--- src/rtl/multicycle_control_if.sv ---
// rtl/multicycle_control_if.sv - run/opcode/memory handshake inputs and datapath control outputs of multicycle_control
interface multicycle_control_if;
   logic        run;
   logic [5:0]  opcode;
   logic        mem_ready;
   logic        pc_write;
   logic        pc_write_eq;
   logic        pc_write_ne;
   logic        ir_write;
   logic        i_or_d;
   logic        mem_read;
   logic        mem_write;
   logic        reg_dst;
   logic        reg_write;
   logic        mem_to_reg;
   logic        alu_src_a;
   logic [1:0]  alu_src_b;
   logic [1:0]  alu_op;
   logic [1:0]  pc_source;
   logic [3:0]  state;
   logic        halted;
   logic [15:0] retired;

   modport master (
      output run, opcode, mem_ready,
      input  pc_write, pc_write_eq, pc_write_ne, ir_write, i_or_d, mem_read, mem_write,
      input  reg_dst, reg_write, mem_to_reg, alu_src_a, alu_src_b, alu_op, pc_source,
      input  state, halted, retired
   );

   modport slave (
      input  run, opcode, mem_ready,
      output pc_write, pc_write_eq, pc_write_ne, ir_write, i_or_d, mem_read, mem_write,
      output reg_dst, reg_write, mem_to_reg, alu_src_a, alu_src_b, alu_op, pc_source,
      output state, halted, retired
   );
endinterface

--- src/rtl/multicycle_control.sv ---
// rtl/multicycle_control.sv - multicycle CPU control FSM with retired-instruction counter
// Define MCTRL_JUMP_EN to decode opcode 000010 as a jump; otherwise it halts.
module multicycle_control (
   input logic                 clk,
   input logic                 rst_n,
   multicycle_control_if.slave bus
);
   localparam logic [3:0] S_IDLE    = 4'd0;
   localparam logic [3:0] S_FETCH   = 4'd1;
   localparam logic [3:0] S_DECODE  = 4'd2;
   localparam logic [3:0] S_MEMADDR = 4'd3;
   localparam logic [3:0] S_MEMRD   = 4'd4;
   localparam logic [3:0] S_MEMWB   = 4'd5;
   localparam logic [3:0] S_MEMWR   = 4'd6;
   localparam logic [3:0] S_REXEC   = 4'd7;
   localparam logic [3:0] S_RWB     = 4'd8;
   localparam logic [3:0] S_BRANCH  = 4'd9;
   localparam logic [3:0] S_JUMP    = 4'd10;
   localparam logic [3:0] S_IEXEC   = 4'd11;
   localparam logic [3:0] S_IWB     = 4'd12;
   localparam logic [3:0] S_HALT    = 4'd13;

   localparam logic [5:0] OP_RTYPE = 6'b000000;
   localparam logic [5:0] OP_LW    = 6'b100011;
   localparam logic [5:0] OP_SW    = 6'b101011;
   localparam logic [5:0] OP_BEQ   = 6'b000100;
   localparam logic [5:0] OP_BNE   = 6'b000101;
   localparam logic [5:0] OP_ADDI  = 6'b001000;
   localparam logic [5:0] OP_J     = 6'b000010;

   logic [3:0]  state_q, state_d;
   logic [15:0] retired_q, retired_d;
   logic        instr_end;

   always_ff @(posedge clk) begin
      if (!rst_n) begin
         state_q   <= S_IDLE;
         retired_q <= '0;
      end else begin
         state_q   <= state_d;
         retired_q <= retired_d;
      end
   end

   // Unlisted codes (including JUMP when disabled, and 14-15) fall into HALT.
   always_comb begin
      state_d   = S_HALT;
      instr_end = 1'b0;
      case (state_q)
         S_IDLE:    state_d = bus.run ? S_FETCH : S_IDLE;
         S_FETCH:   state_d = bus.mem_ready ? S_DECODE : S_FETCH;
         S_DECODE: begin
            case (bus.opcode)
               OP_RTYPE:      state_d = S_REXEC;
               OP_LW, OP_SW:  state_d = S_MEMADDR;
               OP_BEQ, OP_BNE: state_d = S_BRANCH;
               OP_ADDI:       state_d = S_IEXEC;
`ifdef MCTRL_JUMP_EN
               OP_J:          state_d = S_JUMP;
`endif
               default:       state_d = S_HALT;
            endcase
         end
         S_MEMADDR: state_d = (bus.opcode == OP_LW) ? S_MEMRD : S_MEMWR;
         S_MEMRD:   state_d = bus.mem_ready ? S_MEMWB : S_MEMRD;
         S_MEMWR: begin
            state_d   = S_MEMWR;
            instr_end = bus.mem_ready;
         end
         S_REXEC:   state_d = S_RWB;
         S_IEXEC:   state_d = S_IWB;
         S_MEMWB, S_RWB, S_IWB, S_BRANCH: instr_end = 1'b1;
`ifdef MCTRL_JUMP_EN
         S_JUMP:    instr_end = 1'b1;
`endif
         default:   state_d = S_HALT;
      endcase
      if (instr_end) begin
         state_d = bus.run ? S_FETCH : S_IDLE;
      end
   end

   assign retired_d = retired_q + {15'd0, instr_end};

   always_comb begin
      bus.pc_write    = 1'b0;
      bus.pc_write_eq = 1'b0;
      bus.pc_write_ne = 1'b0;
      bus.ir_write    = 1'b0;
      bus.i_or_d      = 1'b0;
      bus.mem_read    = 1'b0;
      bus.mem_write   = 1'b0;
      bus.reg_dst     = 1'b0;
      bus.reg_write   = 1'b0;
      bus.mem_to_reg  = 1'b0;
      bus.alu_src_a   = 1'b0;
      bus.alu_src_b   = 2'b00;
      bus.alu_op      = 2'b00;
      bus.pc_source   = 2'b00;
      case (state_q)
         S_FETCH: begin
            bus.mem_read  = 1'b1;
            bus.alu_src_b = 2'b01;
            bus.ir_write  = bus.mem_ready;
            bus.pc_write  = bus.mem_ready;
         end
         S_DECODE:  bus.alu_src_b = 2'b11;
         S_MEMADDR, S_IEXEC: begin
            bus.alu_src_a = 1'b1;
            bus.alu_src_b = 2'b10;
         end
         S_MEMRD: begin
            bus.mem_read = 1'b1;
            bus.i_or_d   = 1'b1;
         end
         S_MEMWB: begin
            bus.reg_write  = 1'b1;
            bus.mem_to_reg = 1'b1;
         end
         S_MEMWR: begin
            bus.mem_write = 1'b1;
            bus.i_or_d    = 1'b1;
         end
         S_REXEC: begin
            bus.alu_src_a = 1'b1;
            bus.alu_op    = 2'b10;
         end
         S_RWB: begin
            bus.reg_write = 1'b1;
            bus.reg_dst   = 1'b1;
         end
         S_IWB:     bus.reg_write = 1'b1;
         S_BRANCH: begin
            bus.alu_src_a   = 1'b1;
            bus.alu_op      = 2'b01;
            bus.pc_source   = 2'b01;
            bus.pc_write_eq = (bus.opcode == OP_BEQ);
            bus.pc_write_ne = (bus.opcode == OP_BNE);
         end
`ifdef MCTRL_JUMP_EN
         S_JUMP: begin
            bus.pc_write  = 1'b1;
            bus.pc_source = 2'b10;
         end
`endif
         default: ;
      endcase
      // Architectural write strobes must never fire while reset is asserted.
      if (!rst_n) begin
         bus.pc_write    = 1'b0;
         bus.pc_write_eq = 1'b0;
         bus.pc_write_ne = 1'b0;
         bus.ir_write    = 1'b0;
         bus.reg_write   = 1'b0;
         bus.mem_write   = 1'b0;
      end
   end

   assign bus.state   = state_q;
   assign bus.halted  = (state_q == S_HALT);
   assign bus.retired = retired_q;
endmodule
--- src/flat_wrapper.sv ---
// flat-port wrapper written by rule: the top's interface ports become plain ports
module multicycle_control_flat 
  (clk, rst_n, bus_run, bus_opcode, bus_mem_ready, bus_pc_write, bus_pc_write_eq, bus_pc_write_ne, bus_ir_write, bus_i_or_d, bus_mem_read, bus_mem_write, bus_reg_dst, bus_reg_write, bus_mem_to_reg, bus_alu_src_a, bus_alu_src_b, bus_alu_op, bus_pc_source, bus_state, bus_halted, bus_retired);
  multicycle_control_if bus_i ();
  input logic clk;
  input logic rst_n;
  input wire logic [$bits(bus_i.run)-1:0] bus_run;
  input wire logic [$bits(bus_i.opcode)-1:0] bus_opcode;
  input wire logic [$bits(bus_i.mem_ready)-1:0] bus_mem_ready;
  output wire logic [$bits(bus_i.pc_write)-1:0] bus_pc_write;
  output wire logic [$bits(bus_i.pc_write_eq)-1:0] bus_pc_write_eq;
  output wire logic [$bits(bus_i.pc_write_ne)-1:0] bus_pc_write_ne;
  output wire logic [$bits(bus_i.ir_write)-1:0] bus_ir_write;
  output wire logic [$bits(bus_i.i_or_d)-1:0] bus_i_or_d;
  output wire logic [$bits(bus_i.mem_read)-1:0] bus_mem_read;
  output wire logic [$bits(bus_i.mem_write)-1:0] bus_mem_write;
  output wire logic [$bits(bus_i.reg_dst)-1:0] bus_reg_dst;
  output wire logic [$bits(bus_i.reg_write)-1:0] bus_reg_write;
  output wire logic [$bits(bus_i.mem_to_reg)-1:0] bus_mem_to_reg;
  output wire logic [$bits(bus_i.alu_src_a)-1:0] bus_alu_src_a;
  output wire logic [$bits(bus_i.alu_src_b)-1:0] bus_alu_src_b;
  output wire logic [$bits(bus_i.alu_op)-1:0] bus_alu_op;
  output wire logic [$bits(bus_i.pc_source)-1:0] bus_pc_source;
  output wire logic [$bits(bus_i.state)-1:0] bus_state;
  output wire logic [$bits(bus_i.halted)-1:0] bus_halted;
  output wire logic [$bits(bus_i.retired)-1:0] bus_retired;
  assign bus_i.run = bus_run;
  assign bus_i.opcode = bus_opcode;
  assign bus_i.mem_ready = bus_mem_ready;
  assign bus_pc_write = bus_i.pc_write;
  assign bus_pc_write_eq = bus_i.pc_write_eq;
  assign bus_pc_write_ne = bus_i.pc_write_ne;
  assign bus_ir_write = bus_i.ir_write;
  assign bus_i_or_d = bus_i.i_or_d;
  assign bus_mem_read = bus_i.mem_read;
  assign bus_mem_write = bus_i.mem_write;
  assign bus_reg_dst = bus_i.reg_dst;
  assign bus_reg_write = bus_i.reg_write;
  assign bus_mem_to_reg = bus_i.mem_to_reg;
  assign bus_alu_src_a = bus_i.alu_src_a;
  assign bus_alu_src_b = bus_i.alu_src_b;
  assign bus_alu_op = bus_i.alu_op;
  assign bus_pc_source = bus_i.pc_source;
  assign bus_state = bus_i.state;
  assign bus_halted = bus_i.halted;
  assign bus_retired = bus_i.retired;
  multicycle_control u_core (.clk(clk), .rst_n(rst_n), .bus(bus_i));
endmodule
--- config.mk ---
export PLATFORM = sky130hd
export DESIGN_NAME = multicycle_control_flat
export DESIGN_NICKNAME = d
export VERILOG_FILES = /design/src/rtl/multicycle_control_if.sv /design/src/rtl/multicycle_control.sv /design/src/flat_wrapper.sv
export SDC_FILE = /design/constraint.sdc
export NUM_CORES = 1
export LEC_CHECK = 0
export CORE_ASPECT_RATIO = 1.25
export CORE_UTILIZATION = 40
export CTS_CLUSTER_SIZE = 24
export DETAILED_ROUTE_END_ITERATION = 10
export GPL_ROUTABILITY_DRIVEN = 0
export PLACE_DENSITY = 0.73
export SETUP_SLACK_MARGIN = 0.2
export SLEW_MARGIN = 10
export SYNTH_ARGS = -nofsm -noshare
export SYNTH_HDL_FRONTEND = slang
export SYNTH_SLANG_ARGS = --single-unit
--- constraint.sdc ---
create_clock -name clk -period 2.7 [get_ports clk]
set_input_delay 0.675 -clock clk [delete_from_list [all_inputs] [get_ports clk]]
set_output_delay 0.675 -clock clk [all_outputs]
set_load 0.02 [all_outputs]
; After elaboration in Yosys (flattened, before gate mapping)
; Cells that the tools add are included.
[word_totals]
reg_bits = 20
out_inout_bits = 38
wordCells = 56
inputBits = 10
[classes]
n_addsub = 1
muxes = 26
n_reduce_logical = 10
eq_ne = 17
[ops]
columns = cell, count
row1 = $pmux 4 s8, 1
row2 = $eq 4x4->1 const B, 5
row3 = $mux 1, 18
row4 = $add 16x1->16, 1
row5 = $eq 4x3->1 const B, 4
row6 = $pmux 4 s4, 1
row7 = $eq 6x3->1 const B, 2
row8 = $eq 6x6->1 const B, 2
row9 = $reduce_or 2->1, 5
row10 = $eq 4x2->1 const B, 2
row11 = $reduce_or 4->1, 2
row12 = $eq 6x4->1 const B, 1
row13 = $logic_not 6->1, 1
row14 = $pmux 2 s3, 1
row15 = $eq 4x1->1 const B, 1
row16 = $logic_not 4->1, 1
row17 = $mux 2, 2
row18 = $mux 4, 1
row19 = $pmux 2 s2, 1
row20 = $reduce_or 3->1, 1
row21 = $pmux 1 s2, 1

; Logic depth before layout (Yosys ltp)
[depth]
ltp_word = 5
ltp_mapped = 10
mapped_depth_nobuf = 9

; Worst setup path after synthesis
; Ideal clock, no wire load.
[synth_timing]
kind = register to output
from = reg u_core.state_q[1], in the netlist u_core.bus.state[1]
to = out bus_pc_write
path_buffers = 2
arrival_time_ns = 1.791
stages_incl_launch_ff = 5
required_time_ns = 2.025
setup_slack_ns = 0.234
cell_sequence = dfxtp_1 -> buf_4 -> nand2b_1 -> nor4_1 -> buf_4
[synth_via]
elab_chain_len = 3
[synth_lines]
columns = element, line
row1 = from (decl), multicycle_control.sv:31  ; logic [3:0] state_q, state_d;
row2 = from (signal assigned), multicycle_control.sv:40  ; state_q <= state_d;
row3 = $eq 4x1->1, --
row4 = $mux 1 (2 in series), --
row5 = to (decl), flat_wrapper.sv:10  ; output wire logic [$bits(bus_i.pc_write)-1:0] bus_pc_write;
; Every way passes these cells.

; Worst setup path after layout
[layout_timing]
from = in bus_opcode[3]
to = out bus_pc_write_ne
[layout_via]
elab_chain_len = 3
[layout_lines]
columns = element, line
row1 = from (decl), flat_wrapper.sv:8  ; input wire logic [$bits(bus_i.opcode)-1:0] bus_opcode;
row2 = $eq 6x3->1, multicycle_control.sv:138  ; bus.pc_write_ne = (bus.opcode == OP_BNE);
row3 = $mux 1, multicycle_control.sv:100  ; case (state_q)
row4 = $mux 1, multicycle_control.sv:149  ; if (!rst_n) begin
row5 = to (decl), flat_wrapper.sv:12  ; output wire logic [$bits(bus_i.pc_write_ne)-1:0] bus_pc_write_ne;
; Every way passes these cells.

==> results.txt <==
----------------------------------------------------
[Synthesis]
  Post-synthesis simple-gate area fraction ... 37.0%
  Number of synthesized register bits ... 20
  Largest cells by area after synthesis ... dfxtp_1 30%, nor2_1 8.0%, xnor2_1 7.3%
  Dominant cell type by area after synthesis ... dfxtp_1
  Post-synthesis average cell area ... 8.16 um2
  Yosys warning total ... 0
  Multiplexer share of the synthesized area ... 0%
  Seq/Total Area, Yosys ... 30.5%
  Synth Net Count ... 174
  Synthesized area ... 1310 um2
  Yosys top cell area share ... 30.5%
  Synthesized instance count ... 161
  Compound-Gate Fraction of Synth Area ... 11.8%
  XOR/XNOR share of the synthesized area ... 10.0%
  Combinational family with the most area after synthesis ... simple AND/OR/NAND/NOR gates
  Synthesized-area fraction occupied by adder cells ... 2.86%
  Synth unique cells ... 42

[CTS]
  Root Buffer Master ... clkbuf_4
  Maximum buffer depth of the clock tree ... 2
  Depth of the CTS H-tree ... 1
  Clock-pin slew on the worst setup and hold paths ... 0.10 ns
  Clock net sink count ... 20
  Clock insertion delay at the later pin of the skew report ... 0.31 ns
  Cts bufs inserted ... 3
  CTS tree ... done

[Place]
  Input/output buffers ... 46
  Post-detailed-placement half-perimeter wirelength ... 2.61 mm
  Number of placed instances with taps included ... 254
  Place WS ... -0.653 ns

[Floorplanning]
  DIE AREA ... 3520 um2
  I/O pin count ... 48
  Die width ... 53.3 um
  CORE AREA ... 3030 um2
  Std-Cell Rows ... 22
  Starting utilization of the core area ... 43.4%
  Floorplan die height ... 66.1 um

[Global routing]
  Global-route wire length before repair ... 5.93 mm
  Vias in the first global route ... 1418
  Remaining global-route overflow ... 0
  Total GRT Usage ... 22.3%
  Initial antenna violation count ... 0
  Largest net degree at the start of global routing ... 19

[Power and ir drop]
  Pwr dens ... 347 nW/um2
  Leakage power ... 0.000840 uW
  Power after layout ... 682 uW
  Peak supply drop ... 0.000227 V

[Timing]
  Final worst-path setup slack ... 0.250 ns
  Normalized max-slew margin ... 63.6%
  Unrepaired setup endpoints after global routing ... false
  Peak Freq ... 0.408 GHz
  Worst hold slack across all endpoints ... 0.539 ns
  Worst setup skew after layout ... 0.00132 ns
  Shortest period the worst path allows ... 2.45 ns
  Count of endpoints failing hold in the final timing report ... 0
  Slew Viols, Final ... 0
  Transition at the pin with the smallest max-transition slack ... 0.546 ns
  Total setup violations reported at the end of the flow ... 0
  Share of the clock period used by the worst path ... 90.7%

[Route]
  Sum of routed wire length over all layers ... 3.50 mm
  Wire length per cell after detailed routing ... 13.5 um
  Antenna Nets Post-Route ... 0
  DRC violations left ... 0
  Post-detailed-route via-to-cell ratio ... 5.34
  First-pass iteration count of the detailed router ... 5
  Initial DRC Count ... 20
  Total vias in the final route ... 1383

[Final layout]
  Filler-free cell count of the finished design ... 259
  Area grow syn2layout ... 49.7%
  Ratio of cells with drive above 1 in the final layout ... 19.7%
  Ant diodes ... 0
  Number of fill cells in the layout ... 268
  Layout Nets ... 238

[Setup path]
  Cell chain of the critical path ... dlygate4sd2_1 > or3_4 > nor4_4 > and2_1 > buf_6
  Startpoint types ... input pin
  Capturing element type of the critical path ... primary output
  Critical path data required time ... 2.03 ns
  Largest fanout of any net on the critical path ... 2
  Classification of the worst setup path ... in -> out
  Critical Path AT ... 1.78 ns
  Largest stage delay, worst path ... 0.35 ns
  Crit path max-delay cell type ... or3_4

[Job]
  Number of max-capacitance violations reported ... 0

[Worst hold path]
  Hold Crit Class ... reg -> reg

[Outcome]
  Run status ... completed

----------------------------------------------------
worst max-delay path: cells and delay by family:
| kind | cells | cell delay [ns] |
|---|---|---|
| buffers and inverters | 2 | 0.35 |
| AND/OR/NAND/NOR | 3 | 0.75 |
synth_stat cells (all sizes together):
master,instances
and3,3
and2b,2
xnor2,11
nand4bb,1
dfxtp,20
nand4b,1
o32ai,2
clkbuf,4
a2bb2oi,1
ha,3
nand3,6
a21oi,6
nor4,7
a21boi,2
and4,1
nand4,5
xor2,4
nor2,28
o21ai,7
inv,4
o221ai,1
nand2b,4
buf,6
o22a,1
nor3b,2
or3,3
and2,3
a2111oi,1
nand3b,2
nor2b,2
nand2,8
o211ai,1
nor3,7
conb,1
o2111ai,1
path summary, 6_finish.rpt:
check                                    start                           endpoint  slack, ns  depth (start not counted)
max                              bus_opcode[3]                    bus_pc_write_ne       0.25                          5
min reg2reg  u_core.bus.retired[15]$_SDFF_PN0_  u_core.bus.retired[15]$_SDFF_PN0_       0.54                          2
max reg2reg     u_core.bus.state[1]$_SDFF_PP0_  u_core.bus.retired[10]$_SDFF_PN0_       0.40                         10
min          u_core.bus.retired[15]$_SDFF_PN0_  u_core.bus.retired[15]$_SDFF_PN0_       0.54                          2
final cells by class:
class                      count  area, um2  share of cell area (%)
tap                           36       45.0                    2.29
sequential                    20        402                    20.4
timing repair buffer          69        637                    32.4
clock buffer                   3       22.5                    1.15
inverter                       4       15.0                   0.763
multi-input combinational    127        846                    43.0
cells by family (layout without fill, tap and decap cells):
family / after synthesis / in the layout
AND/OR/NAND/NOR: 85 / 85
adder cells (fa/ha/maj): 3 / 3
XOR/XNOR: 15 / 15
flip-flops: 20 / 20
AO/OA/AOI/OAI: 23 / 23
buffers and inverters: 14 / 76
other: 1 / 1
flip-flops by register name (all words and copies together), names as in the netlist:
name / count
u_core.bus.state: 4
u_core.bus.retired: 16
cell usage in the layout, fill, tap and decap left out, drive strengths merged, types with 3 or more instances in the layout:
cell	netlist	layout
o21ai	7	7
nand2	8	8
nor2	28	28
a21oi	6	6
dfxtp	20	20
nand4	5	5
nor4	7	7
clkdlybuf4s50	0	28
dlymetal6s2s	0	6
nand2b	4	4
buf	6	25
clkbuf	4	4
and2	3	3
ha	3	3
nand3	6	6
dlygate4sd2	0	6
inv	4	4
and3	3	3
xnor2	11	11
nor3	7	7
or3	3	3
clkdlybuf4s15	0	3
xor2	4	4
where the power goes:
part / leakage [uW] / switching [uW] / internal, uW
clock network: 0.0000138 / 91.4 / 52.3
logic: 0.000664 / 120 / 106
registers: 0.000162 / 10.0 / 303
metal layers:
| layer | GRT usage, % | wire length (um) |
|---|---|---|
| met1 | 23.4 | 1390 |
| met2 | 41.1 | 1860 |
| met3 | 5.06 | 186 |
| met4 | 8.88 | 65 |
| met5 | 0 | 0 |
stage by stage:
stage          util, %  instance area [um2]  setup TNS, ns
2_1_floorplan        -                 1310              0
3_3_place_gp      62.5                 1890          -2.41
4_1_cts           63.8                 1930              0
5_1_grt           65.0                 1970              0
3_5_place_dp      62.5                 1890          -2.78
6_report          65.0                 1970              0
what timing repair did:
item	in CTS	in global routing
gates resized for setup	32	13
hold buffers	0	0
pin swaps	3	5
setup endpoints to repair	11	16
buffers inserted	0	2
No activity file was read; power rests on OpenSTA's default activity.
